[src/rtl/seg7_scan_mux.sv]
// Time-multiplexed common-anode 7-segment driver: double-buffered digits, frame-aligned
// updates, leading-zero blanking and a per-slot blanking window against ghosting.
module seg7_scan_mux #(
  parameter int DIGITS     = 4,
  parameter int SCAN_DIV   = 50000,
  parameter int BLANK_CYC  = 2,
  parameter int HEX_EN     = 0,
  parameter int DIG_ACT_LO = 1
) (
  input  logic                  clk,
  input  logic                  rst_n,
  input  logic [4*DIGITS-1:0]   bcd_data,
  input  logic [DIGITS-1:0]     dp_in,
  input  logic                  load,
  input  logic                  blank_lz,
  output logic [7:0]            seg7,
  output logic [DIGITS-1:0]     dig_sel,
  output logic                  frame_done
);

  localparam int CW = (SCAN_DIV > 1) ? $clog2(SCAN_DIV) : 1;
  localparam int IW = (DIGITS > 1) ? $clog2(DIGITS) : 1;
  localparam logic [CW-1:0] CNT_LAST = CW'(SCAN_DIV - 1);
  localparam logic [IW-1:0] IDX_LAST = IW'(DIGITS - 1);
  localparam logic [DIGITS-1:0] DIG_OFF = (DIG_ACT_LO != 0) ? '1 : '0;

  logic [CW-1:0]         div_cnt_q, div_cnt_d;
  logic [IW-1:0]         idx_q, idx_d;
  logic                  pend_q;
  logic [4*DIGITS-1:0]   pend_data_q, disp_data_q;
  logic [DIGITS-1:0]     pend_dp_q, disp_dp_q;
  logic [7:0]            seg7_q, seg7_d;
  logic [DIGITS-1:0]     dig_sel_q, dig_sel_d;
  logic                  frame_done_q;

  logic                  slot_end, wrap;
  logic [3:0]            cur_nib;
  logic                  cur_dp, cur_blank;
  logic [DIGITS-1:0]     lz_blank;
  logic                  zero_above;
  logic [DIGITS-1:0]     onehot;

  function automatic logic [6:0] decode(input logic [3:0] nib);
    logic [6:0] s;
    s = 7'h7F;
    case (nib)
      4'd0: s = 7'h40;
      4'd1: s = 7'h79;
      4'd2: s = 7'h24;
      4'd3: s = 7'h30;
      4'd4: s = 7'h19;
      4'd5: s = 7'h12;
      4'd6: s = 7'h02;
      4'd7: s = 7'h78;
      4'd8: s = 7'h00;
      4'd9: s = 7'h10;
      4'd10: s = (HEX_EN != 0) ? 7'h08 : 7'h7F;
      4'd11: s = (HEX_EN != 0) ? 7'h03 : 7'h7F;
      4'd12: s = (HEX_EN != 0) ? 7'h46 : 7'h7F;
      4'd13: s = (HEX_EN != 0) ? 7'h21 : 7'h7F;
      4'd14: s = (HEX_EN != 0) ? 7'h06 : 7'h7F;
      4'd15: s = (HEX_EN != 0) ? 7'h0E : 7'h7F;
      default: s = 7'h7F;
    endcase
    return s;
  endfunction

  assign slot_end = (div_cnt_q == CNT_LAST);
  assign wrap     = slot_end && (idx_q == IDX_LAST);

  always_comb begin
    div_cnt_d = slot_end ? '0 : div_cnt_q + CW'(1);
    idx_d     = idx_q;
    if (slot_end) idx_d = (idx_q == IDX_LAST) ? '0 : idx_q + IW'(1);
  end

  // A digit is blanked when it and every digit above it are zero; digit 0 always shows.
  always_comb begin
    lz_blank   = '0;
    zero_above = blank_lz;
    for (int i = DIGITS - 1; i >= 1; i--) begin
      zero_above  = zero_above & (disp_data_q[4*i +: 4] == 4'd0);
      lz_blank[i] = zero_above;
    end
  end

  always_comb begin
    cur_nib   = '0;
    cur_dp    = 1'b0;
    cur_blank = 1'b0;
    for (int i = 0; i < DIGITS; i++) begin
      if (idx_q == IW'(i)) begin
        cur_nib   = disp_data_q[4*i +: 4];
        cur_dp    = disp_dp_q[i];
        cur_blank = lz_blank[i];
      end
    end
    seg7_d = {~cur_dp, cur_blank ? 7'h7F : decode(cur_nib)};
    onehot = DIGITS'(1) << idx_q;
    if (int'(div_cnt_q) < BLANK_CYC) dig_sel_d = DIG_OFF;
    else                             dig_sel_d = (DIG_ACT_LO != 0) ? ~onehot : onehot;
  end

  always_ff @(posedge clk or negedge rst_n) begin
    if (!rst_n) begin
      div_cnt_q    <= '0;
      idx_q        <= '0;
      pend_q       <= 1'b0;
      pend_data_q  <= '0;
      pend_dp_q    <= '0;
      disp_data_q  <= '0;
      disp_dp_q    <= '0;
      seg7_q       <= 8'hFF;
      dig_sel_q    <= DIG_OFF;
      frame_done_q <= 1'b0;
    end else begin
      div_cnt_q    <= div_cnt_d;
      idx_q        <= idx_d;
      seg7_q       <= seg7_d;
      dig_sel_q    <= dig_sel_d;
      frame_done_q <= wrap;
      // The visible buffer only changes on the frame wrap so a frame is never torn.
      if (wrap) begin
        if (load) begin
          disp_data_q <= bcd_data;
          disp_dp_q   <= dp_in;
          pend_q      <= 1'b0;
        end else if (pend_q) begin
          disp_data_q <= pend_data_q;
          disp_dp_q   <= pend_dp_q;
          pend_q      <= 1'b0;
        end
      end else if (load) begin
        pend_data_q <= bcd_data;
        pend_dp_q   <= dp_in;
        pend_q      <= 1'b1;
      end
    end
  end

  assign seg7       = seg7_q;
  assign dig_sel    = dig_sel_q;
  assign frame_done = frame_done_q;

endmodule

[config.mk]
export PLATFORM = sky130hd
export DESIGN_NAME = seg7_scan_mux
export DESIGN_NICKNAME = d
export VERILOG_FILES = /design/src/rtl/seg7_scan_mux.sv
export SDC_FILE = /design/constraint.sdc
export NUM_CORES = 1
export LEC_CHECK = 0
export CORE_MARGIN = 10
export CORE_UTILIZATION = 56
export CTS_CLUSTER_DIAMETER = 40
export DETAILED_ROUTE_END_ITERATION = 8
export PLACE_DENSITY = 0.82
export SYNTH_ARGS = -nofsm -noshare
export SYNTH_HDL_FRONTEND = slang
export SYNTH_SLANG_ARGS = --single-unit
[constraint.sdc]
create_clock -name clk -period 2.5 [get_ports clk]
set_input_delay 0.375 -clock clk [delete_from_list [all_inputs] [get_ports clk]]
set_output_delay 0.375 -clock clk [all_outputs]
set_load 0.1 [all_outputs]
**Yosys cells after proc, flatten, opt, wreduce, memory -nomap -nowiden**

Memories as Yosys holds them, arrays and structs flattened.
Index checks and enable logic that the tools add are counted.
Widths: inputs -> output; s select.

- Register bits: 72
- Latch bits: 0
- Bits in writable memories: 0
- Memory bits (read-only): 112
- Input bits: 24
- Output and inout port bits: 13
- Memories kept: 1

Memories:

| name | words | width | read ports | clocked after memory_dff | wr ports | line | RTL |
|---|---|---|---|---|---|---|---|
| (name not given) | 16 | 7 | 1 | 0 | 0 | 46 | `case (nib)` |

- Add/subtract/negate cells: 2
- $mul: 0
- Div/mod/pow operators: 0
- $lt $le $gt $ge: 1
- Equal/unequal tests: 4
- Shift operators: 1
- Multiplexer cells: 21
- Bitwise operators: 6
- Reduce and logical (&&, ||, !) cells: 9

Operators with widths:

| kind | number |
|---|---|
| $mux 16 | 3 |
| $mux 4 | 7 |
| $add 16x1->16 const B | 1 |
| $eq 16x16->1 const B | 1 |
| $lt 16x2->1 const B | 1 |
| $logic_not 4->1 | 3 |
| $mux 1 | 9 |
| $mux 7 | 1 |
| $eq 2x2->1 const B | 2 |
| $not 4->4 | 1 |
| $reduce_and 2->1 | 2 |
| $reduce_bool 2->1 | 2 |
| $shl 1x2->4 const A | 1 |
| $and 1x1->1 | 3 |
| $add 2x1->2 const B | 1 |
| $eq 2x1->1 const B | 1 |
| $logic_not 2->1 | 1 |
| $mux 2 | 1 |
| $not 1->1 | 2 |
| $logic_and 1x1->1 | 1 |

**Depth between registers and ports, before layout**

Gate-level depths: netlist of the first run.

- Depth in word-level cells: 8
- Gate-level depth with buffers: 10

**Worst setup path before layout of the first run**

No wires, ideal clock.

- Kind: reg-to-reg
- Start: register idx_q[1]
- End: register seg7_q[6] (netlist: seg7[6])
- Library setup time: 73 ps
- Arrival: 2,081 ps
- Required time: 2,427 ps
- Slack: 346 ps
- Cell stages (with the launch flop): 10
- Path buffers: 1
- Path through: dfrtp_1 -> inv_1 -> ha_1 -> clkbuf_1 -> a211oi_1 -> a211oi_2 -> ha_1 -> inv_1 -> mux2_2 -> a21oi_1

- Longest elaborated chain between the ends: 7

RTL lines:

| what | line | RTL |
|---|---|---|
| from (decl) | 28 | `logic [IW-1:0] idx_q, idx_d;` |
| from (signal assigned) | 118 | `idx_q <= idx_d;` |
| $logic_not 2->1 | 92 | `if (idx_q == IW'(i)) begin` |
| $mux 4 (4 in series) | 92 |  |
| $mem_v2 16x7 | n/a |  |
| $mux 7 * | 98 | `seg7_d = {~cur_dp, cur_blank ? 7'h7F : decode(cur_nib)};` |
| net seg7_d[6] | 32 | `logic [7:0] seg7_q, seg7_d;` |
| to (signal assigned) | 119 | `seg7_q <= seg7_d;` |
| to (decl) | 32 |  |

Mark *: on every way through the listed nets, which the timed path passes. The rest lies on a longest branch.
A chain may end at the register's enable or synchronous reset.

**Final worst setup path of the first run**

- Start: register div_cnt_q[0]
- End: register pend_dp_q[2]

- Longest elaborated chain between the ends: 4

RTL lines:

| what | line | RTL |
|---|---|---|
| from (decl) | 27 | `logic [CW-1:0] div_cnt_q, div_cnt_d;` |
| from (signal assigned) | 117 | `div_cnt_q <= div_cnt_d;` |
| $eq 16x16->1 | 68 | `assign slot_end = (div_cnt_q == CNT_LAST);` |
| $logic_and 1x1->1 | 69 | `assign wrap = slot_end && (idx_q == IDX_LAST);` |
| $not 1->1 (no line) | n/a |  |
| $reduce_and 2->1 (no line) | n/a |  |
| to (signal assigned) | 135 | `pend_dp_q <= dp_in;` |
| to (decl) | 31 | `logic [DIGITS-1:0] pend_dp_q, disp_dp_q;` |

Every way passes these cells.

==> impl_metrics.toml, run 1 <==
[timing]
fmax_mhz = 432
slew_viol_final = 0
hold_viol_final = 0
tns_ns = 0
relSlewSlack_pct = 51.6
finalCriticalPeriod_ns = 2.31
setup_viol = 0
finalCritPeriodShare_pct = 92.5
worst_slew_pin_slew_ns = 0.727
fin_skew_ns = 0.00992
rsz0062_at_grt = "false"
hold_slack_ns = 0.0501

[layout]
final_cell_mix = "60 x dfrtp_1, 22 x clkdlybuf4s50_1, 22 x buf_4, 21 x mux2_1, 19 x mux2_2"
nNetsFinal = 354
diodes = 0
final_cell_count_no_fill = 404
fillerInstances = 451
final_common_cell = "dfrtp_1"
drive_above_1_share_pct = 28.9
area_delta_synth_final_pct = 18.9

[floorplan]
core_area_mm2 = 0.00599
dieArea_mm2 = 0.00983
ioPinCount = 37
die_y_um = 99.2
num_rows = 28
initial_core_util_pct = 58.6
die_w_um = 99.2

[run_status]
status = "completed"

[clock_tree]
clock_sinks = 72
cts_setup_buffers = 0
cts.clk_slew.worst_paths_ns = 0.08
cts_root_buf = "clkbuf_8"
cts_buffers = 9
cts_max_path_buffers = 2
insertion_delay_ns = 0.35
cts_tree = "yes"
htreeDepth = 3
cts_resized = 0
cts_hold_buf = 0

[detailed_routing]
antenna_left = 0
vias_per_cell = 5.76
dr.pass1.iters = 4
drt-total-wl_um = 6940
wl_per_cell_um = 17.2
drc_errors = 0
vias = 2326
drtIter0Drc = 110

[logic_synthesis]
synthArstFlopShare_pct = 100
postSynthRegisterBits = 72
synthFlopType = "dfrtp_1"
ys_types = 44
syn_avg_cell_area_um2 = 12.6
ys_warn_count = 0
synth_nets = 308
ys_seq_area_share_pct = 51.8
synth_area_mm2 = 0.00351
syn_inst = 278
synth_edf_count = 0

[flow_run]
drv_cap = 0

[setup_path]
worstReg2RegStart = "div_cnt_q[0]"
required_ns = 2.74
crit_path_start = "div_cnt_q[0]"
critPathMaxFanout = 16
cp-start-kind = "register"
worstPathArrival_ns = 2.55
worst_setup_path_end_kind = "register"
critical_path_class = "register to register"

[placed_design]
portBuffers = 36
dpl.hpwl_um = 4950
placed_cells = 388
routabilityCongestion = 0.850

[min_path]
hold_class = "input pin to asynchronous set/reset pin"

[global_routing]
grt_max_degree = 43
grt_pass1_wl_um = 12100
antenna_found_initial = 0
grt_usage_pct = 14.9
gr-total-overflow = 0
grt_pass1_vias = 2434

[power_and_ir_drop]
power_density_mw_per_mm2 = 613
leakage_uw = 0.00181
irDropWorstVdd_mv = 0.398
==> critical path: stages, from the launching register on <==
cell and delay (ns):
dfrtp_1 0.39, ha_1 0.21, nand3_2 0.15, or3_1 0.54, o31ai_4 0.23, buf_4 0.30
mux2_1 0.37
==> path summary, 6_finish.rpt <==
| kind | to | slack (ns) | depth (start not counted) |
|---|---|---|---|
| max in group asynchronous | div_cnt_q[4] | 1.78 | 2 |
| min | pend_dp_q[2] | 0.05 | 1 |
| max reg2reg | pend_dp_q[2] | 0.19 | 6 |
| min reg2reg | seg7[7] | 0.42 | 1 |
| max | pend_dp_q[2] | 0.19 | 6 |
| min in group clk | seg7[7] | 0.42 | 1 |
==> stage by stage <==
stage               setup slack, ns  utilization (%)  cell area [µm²]  total power [µW]
finish                        0.186             69.7             4170              2560
global route                 0.0513             69.7             4170              2660
CTS                           0.174             69.6             4170              2580
detailed placement            0.185             65.9             3950              1570
global placement              0.233             65.9             3950              1560
floorplan                     0.346                -             3510              1450
==> synthesized netlist by cell type, types with 3 or more instances <==
library cell | n | area share, %
mux2i_1 | 5 | 1.4
nor3_1 | 7 | 1.0
mux2_4 | 18 | 7.7
mux2_1 | 21 | 6.7
nand3_1 | 9 | 1.3
mux2_2 | 19 | 6.1
nor4_1 | 6 | 1.1
nand2_1 | 11 | 1.2
dfstp_2 | 12 | 9.0
a211oi_1 | 6 | 1.3
a21oi_1 | 6 | 0.86
nor2_1 | 17 | 1.8
xnor2_1 | 7 | 1.7
nor2b_1 | 5 | 0.89
buf_6 | 3 | 0.96
inv_1 | 8 | 0.86
or3_1 | 3 | 0.54
xor2_1 | 5 | 1.2
ha_1 | 6 | 2.1
dfrtp_1 | 60 | 43
clkbuf_1 | 5 | 0.54
o21ai_0 | 5 | 0.71
nor3b_1 | 4 | 0.86
nand3b_1 | 4 | 0.86
==> layer usage <==
metal  vias up  part of all wire [%]  GRT usage [%]
li1       1101                     -              -
met1      1154                    44           19.1
met2        61                    49           23.6
met3        10                   5.8           4.84
met4         0                   1.2           4.63
met5         -                     0              0
==> layout make-up <==
type                       count  area [µm²]  share of cell area [%]
inverter                       8        30.0                   0.720
clock inverter                 7        96.3                    2.31
multi-input combinational    187        1600                    38.4
tap                           75        93.8                    2.25
sequential                    72        1820                    43.5
timing repair buffer          46         410                    9.84
clock buffer                   9         124                    2.97
==> sequential cells by signal, summed over array words and instances (netlist names) <==
register     flops
dig_sel          4
idx_q            2
pend_dp_q        4
pend_data_q     16
pend_q           1
seg7             8
disp_data_q     16
div_cnt_q       16
disp_dp_q        4
frame_done       1
==> cell families (layout without fill, tap and decap cells) <==
kind of cell | after synthesis | in the layout | synth area share [%]
flip-flops | 72 | 72 | 51.8
AO/OA/AOI/OAI | 30 | 30 | 6.31
adder cells (fa/ha/maj) | 6 | 6 | 2.14
buffers and inverters | 19 | 70 | 2.89
multiplexers | 63 | 63 | 22.0
AND/OR/NAND/NOR | 76 | 76 | 11.9
XOR/XNOR | 12 | 12 | 3.00
==> report_power, final <==
group / switching, µW / leakage [µW] / internal, µW
clock: 451 / 0.000101 / 561
sequential: 28.4 / 0.000883 / 1230
combinational: 162 / 0.000821 / 129
(Power assumes the default switching activity.)
==> inputs of run 2 (changes only) <==
CORE_UTILIZATION = 28   (was 56)
PLACE_DENSITY = 0.48   (was 0.82)
==> impl_metrics.toml, run 2 (synthesis gave the netlist of run 1 again) <==
[run_status]
status = "completed"

[global_routing]
grt_max_degree = 28
grt_pass1_wl_um = 12500
grt_usage_pct = 8.89
antenna_found_initial = 0
gr-total-overflow = 0
grt_pass1_vias = 2370

[clock_tree]
cts_buffers = 9
clock_sinks = 72
cts_setup_buffers = 0
cts_tree = "yes"
cts_resized = 0
cts.clk_slew.worst_paths_ns = 0.06
cts_hold_buf = 0
cts_max_path_buffers = 2
cts_root_buf = "clkbuf_16"
insertion_delay_ns = 0.33
htreeDepth = 3

[placed_design]
place_worst_setup_slack_ns = 0.240
portBuffers = 36
place_area_mm2 = 0.00411
dpl.hpwl_um = 5430
routabilityCongestion = 0.747

[floorplan]
num_rows = 40
die_y_um = 132
dieArea_mm2 = 0.0174
initial_core_util_pct = 28.8
core_area_mm2 = 0.0122
ioPinCount = 37
die_w_um = 132

[layout]
final_common_cell = "dfrtp_1"
diodes = 0
stdcell_area_mm2 = 0.00443
nNetsFinal = 358
drive_above_1_share_pct = 28.8
final_cell_mix = "60 x dfrtp_1, 25 x buf_4, 22 x clkdlybuf4s50_1, 21 x mux2_1, 19 x mux2_2"
top_regs = "disp_data_q x16, div_cnt_q x16, pend_data_q x16"
area_delta_synth_final_pct = 26.4

[power_and_ir_drop]
p_comb_share_pct = 10.0
p_sw_uw = 656
pwr-share-seq_pct = 42.6
power_uw = 2940
irDropWorstVdd_mv = 0.291
power_density_mw_per_mm2 = 663
p_clk_share_pct = 47.4
swShare_pct = 22.3
p_int_uw = 2290
leakage_uw = 0.00189

[timing]
setup_viol = 0
hold_viol_final = 0
worst_slew_pin_slew_ns = 0.648
fin_ws_ns = 0.244
relSlewSlack_pct = 56.4
finalCritPeriodShare_pct = 90.2
hold_slack_ns = 0.0205
slew_viol_final = 0
fmax_mhz = 443
fin_skew_ns = 0.00622
finalCriticalPeriod_ns = 2.26
tns_ns = 0
rsz0062_at_grt = "false"

[setup_path]
cp-start-kind = "register"
critPathMaxFanout = 17
critical_path_class = "register to register"
required_ns = 2.75
worstPathArrival_ns = 2.51
worst_setup_path_end_kind = "register"

[min_path]
hold_class = "input pin to asynchronous set/reset pin"

[detailed_routing]
drtIter0Drc = 166
dr.pass1.iters = 4
vias = 2293
drc_errors = 0
wl_per_cell_um = 14.9
antenna_left = 0
vias_per_cell = 4.58
drt-total-wl_um = 7460

[flow_run]
drv_cap = 0
-- run 2: path summary, 6_finish.rpt --
| path | slack (ns) | start | cells after the start | endpoint |
|---|---|---|---|---|
| max in group asynchronous | 1.71 | rst_n | 2 | disp_data_q[10] |
| min reg2reg | 0.41 | disp_dp_q[3] | 1 | seg7[7] |
| min in group clk | 0.41 | disp_dp_q[3] | 1 | seg7[7] |
| max | 0.24 | idx_q[0] | 8 | seg7[6] |
| min | 0.02 | rst_n | 1 | pend_dp_q[1] |
| max reg2reg | 0.24 | idx_q[0] | 8 | seg7[6] |
-- run 2: power by group through the flow --
stage / registers (µW) / clock network, µW / logic, µW
floorplan: 1340 / 0 / 116
global placement: 1270 / 0 / 296
detailed placement: 1270 / 0 / 299
CTS: 1250 / 1430 / 300
global route: 1260 / 1480 / 319
finish: 1250 / 1390 / 293
-- run 2: stage by stage --
stage / util [%] / instances
global route: 36.5 / 501
CTS: 36.5 / 501
floorplan: - / 278
finish: 36.5 / 501
global placement: 33.8 / 485
detailed placement: 33.8 / 485
-- run 2: worst max-delay path, stage by stage, from the launching register on --
cell and delay, ns:
dfrtp_1 0.39, ha_1 0.52, a211oi_1 0.11, a221o_1 0.40, inv_1 0.13, ha_1 0.18, inv_1 0.04, mux2_2 0.25
a21oi_1 0.16
-- run 2: area by class of cell --
class | instances | area [µm²]
clock buffers | 13 | 260
clock inverters | 3 | 65.1
fillers | 1221 | 7730
inverters | 8 | 30.0
multi-input cells | 187 | 1600
flip-flops and latches | 72 | 1820
well taps | 168 | 210
repair buffers | 50 | 453
-- run 2: per-layer routing --
metal / vias up / routed length, µm / global-route usage [%]
li1: 1110 / - / -
met1: 1133 / 3570 / 11.2
met2: 38 / 3490 / 13.7
met3: 12 / 253 / 2.44
met4: 0 / 151 / 4.26
met5: - / 0 / 0
==> inputs of run 3 (changes only) <==
CORE_MARGIN = 5   (was 10)
==> impl_metrics.toml, run 3 (synthesis gave the netlist of run 1 again) <==
[clock_tree]
cts_max_path_buffers = 2
cts_hold_buf = 0
insertion_delay_ns = 0.33
htreeDepth = 3
cts_buffers = 9
cts.clk_slew.worst_paths_ns = 0.06
clock_sinks = 72
cts_root_buf = "clkbuf_16"
cts_tree = "yes"

[timing]
hold_viol_final = 0
worst_slew_pin_slew_ns = 0.651
setup_viol = 0
rsz0062_at_grt = "false"
finalCriticalPeriod_ns = 2.28
finalCritPeriodShare_pct = 91.1
fmax_mhz = 439
relSlewSlack_pct = 56.2
slew_viol_final = 0
tns_ns = 0
fin_skew_ns = 0.00679

[global_routing]
grt_util_met2_pct = 16.7
antenna_found_initial = 0
use_met1_pct = 14.0
grt.busiest_layer = "met2"
grt_pass1_wl_um = 12300
grt_usage_pct = 10.5
grt_max_degree = 46
gr-total-overflow = 0
grt_pass1_vias = 2409
gr-usage-met3_pct = 3.11

[detailed_routing]
antenna_left = 0
drc_errors = 0
vias_per_cell = 4.56
wl_per_cell_um = 14.7
drt-total-wl_um = 7310
vias = 2269
dr.pass1.iters = 5
drtIter0Drc = 98

[placed_design]
routabilityCongestion = 0.763
dpl.hpwl_um = 5240
portBuffers = 36

[floorplan]
ioPinCount = 37
die_w_um = 122
initial_core_util_pct = 28.8
num_rows = 40
core_area_mm2 = 0.0122
dieArea_mm2 = 0.0149
die_y_um = 122

[setup_path]
worstPathArrival_ns = 2.48
critPathMaxFanout = 12
critical_path_class = "register to register"
cp-start-kind = "register"
worst_setup_path_end_kind = "register"
crit_path_start = "div_cnt_q[1]"
worstReg2RegStart = "div_cnt_q[1]"
required_ns = 2.71

[power_and_ir_drop]
irDropWorstVdd_mv = 0.281
leakage_uw = 0.00186
power_density_mw_per_mm2 = 650

[run_status]
status = "completed"

[layout]
top_regs = "disp_data_q x16, div_cnt_q x16, pend_data_q x16"
seqCellArea_mm2 = 0.00182
fillerInstances = 1234
multiInputGateArea_mm2 = 0.00160
area_delta_synth_final_pct = 25.0
nNetsFinal = 355
final_common_cell = "dfrtp_1"
drive_above_1_share_pct = 29.1
diodes = 0
final_cell_mix = "60 x dfrtp_1, 23 x buf_4, 22 x clkdlybuf4s50_1, 21 x mux2_1, 19 x mux2_2"
postLayoutCoreUtil_pct = 36.0

[min_path]
hold_class = "input pin to asynchronous set/reset pin"

[flow_run]
drv_cap = 0
run 3: cell types whose count changed in the layout (fill, tap and decap cells not counted), sizes merged:
cell / previous run / this run
buf: 28 / 25
bufinv: 2 / 1
clkbuf: 13 / 11
clkinv: 1 / 2
clkinvlp: 0 / 2
run 3: per-stage QoR:
stage / area [µm²] / total power (µW) / std cells / hold WS [ns] / setup WS, ns
final: 4380 / 2850 / 498 / 0.0672 / 0.222
after CTS: 4380 / 2890 / 498 / 0.0873 / 0.141
after global routing: 4380 / 2970 / 498 / 0.119 / 0.0874
after global placement: 4070 / 1570 / 482 / 0.432 / 0.253
after detailed placement: 4070 / 1570 / 482 / 0.418 / 0.147
after floorplan: 3510 / 1450 / 278 / 0.0794 / 0.346
run 3: metal layers:
metal,share of wire (%),up-vias
met1,49,1124
met2,46,41
met4,1.0,0
met5,0,-
met3,4.4,9
li1,-,1095
run 3: power by group:
part / switching (µW) / leakage, µW / internal (µW)
clock: 484 / 0.000148 / 823
sequential: 26.5 / 0.000883 / 1230
combinational: 161 / 0.000825 / 129
run 3: area by class of cell:
type                    instances  area share, %
inverters                       8          0.685
repair buffers                 47           9.53
well taps                     168           4.79
multi-input cells             187           36.5
clock buffers                  11           5.76
clock inverters                 5           1.26
flip-flops and latches         72           41.4
run 3: final timing paths:
kind                                        end  slack (ns)  depth (start not counted)
worst max-delay path            disp_data_q[15]        0.22                          6
worst min-delay path               pend_dp_q[1]        0.07                          1
worst max register to register  disp_data_q[15]        0.22                          6
worst min register to register          seg7[7]        0.43                          1
max in group asynchronous               seg7[7]        1.72                          2
min in group clk                        seg7[7]        0.43                          1
run 3: critical path, cell delays in order, from the launching register on:
cell     delay [ns]
dfrtp_1        0.39
ha_1           0.23
nand3_2        0.11
or3_1          0.53
nor4_4         0.27
buf_4          0.30
mux2_4         0.33
run 3: timing repair:
item / in CTS / in global routing
setup buffers: 0 / 0
resized for setup: 0 / 1
endpoints found under the setup margin: 0 / 11
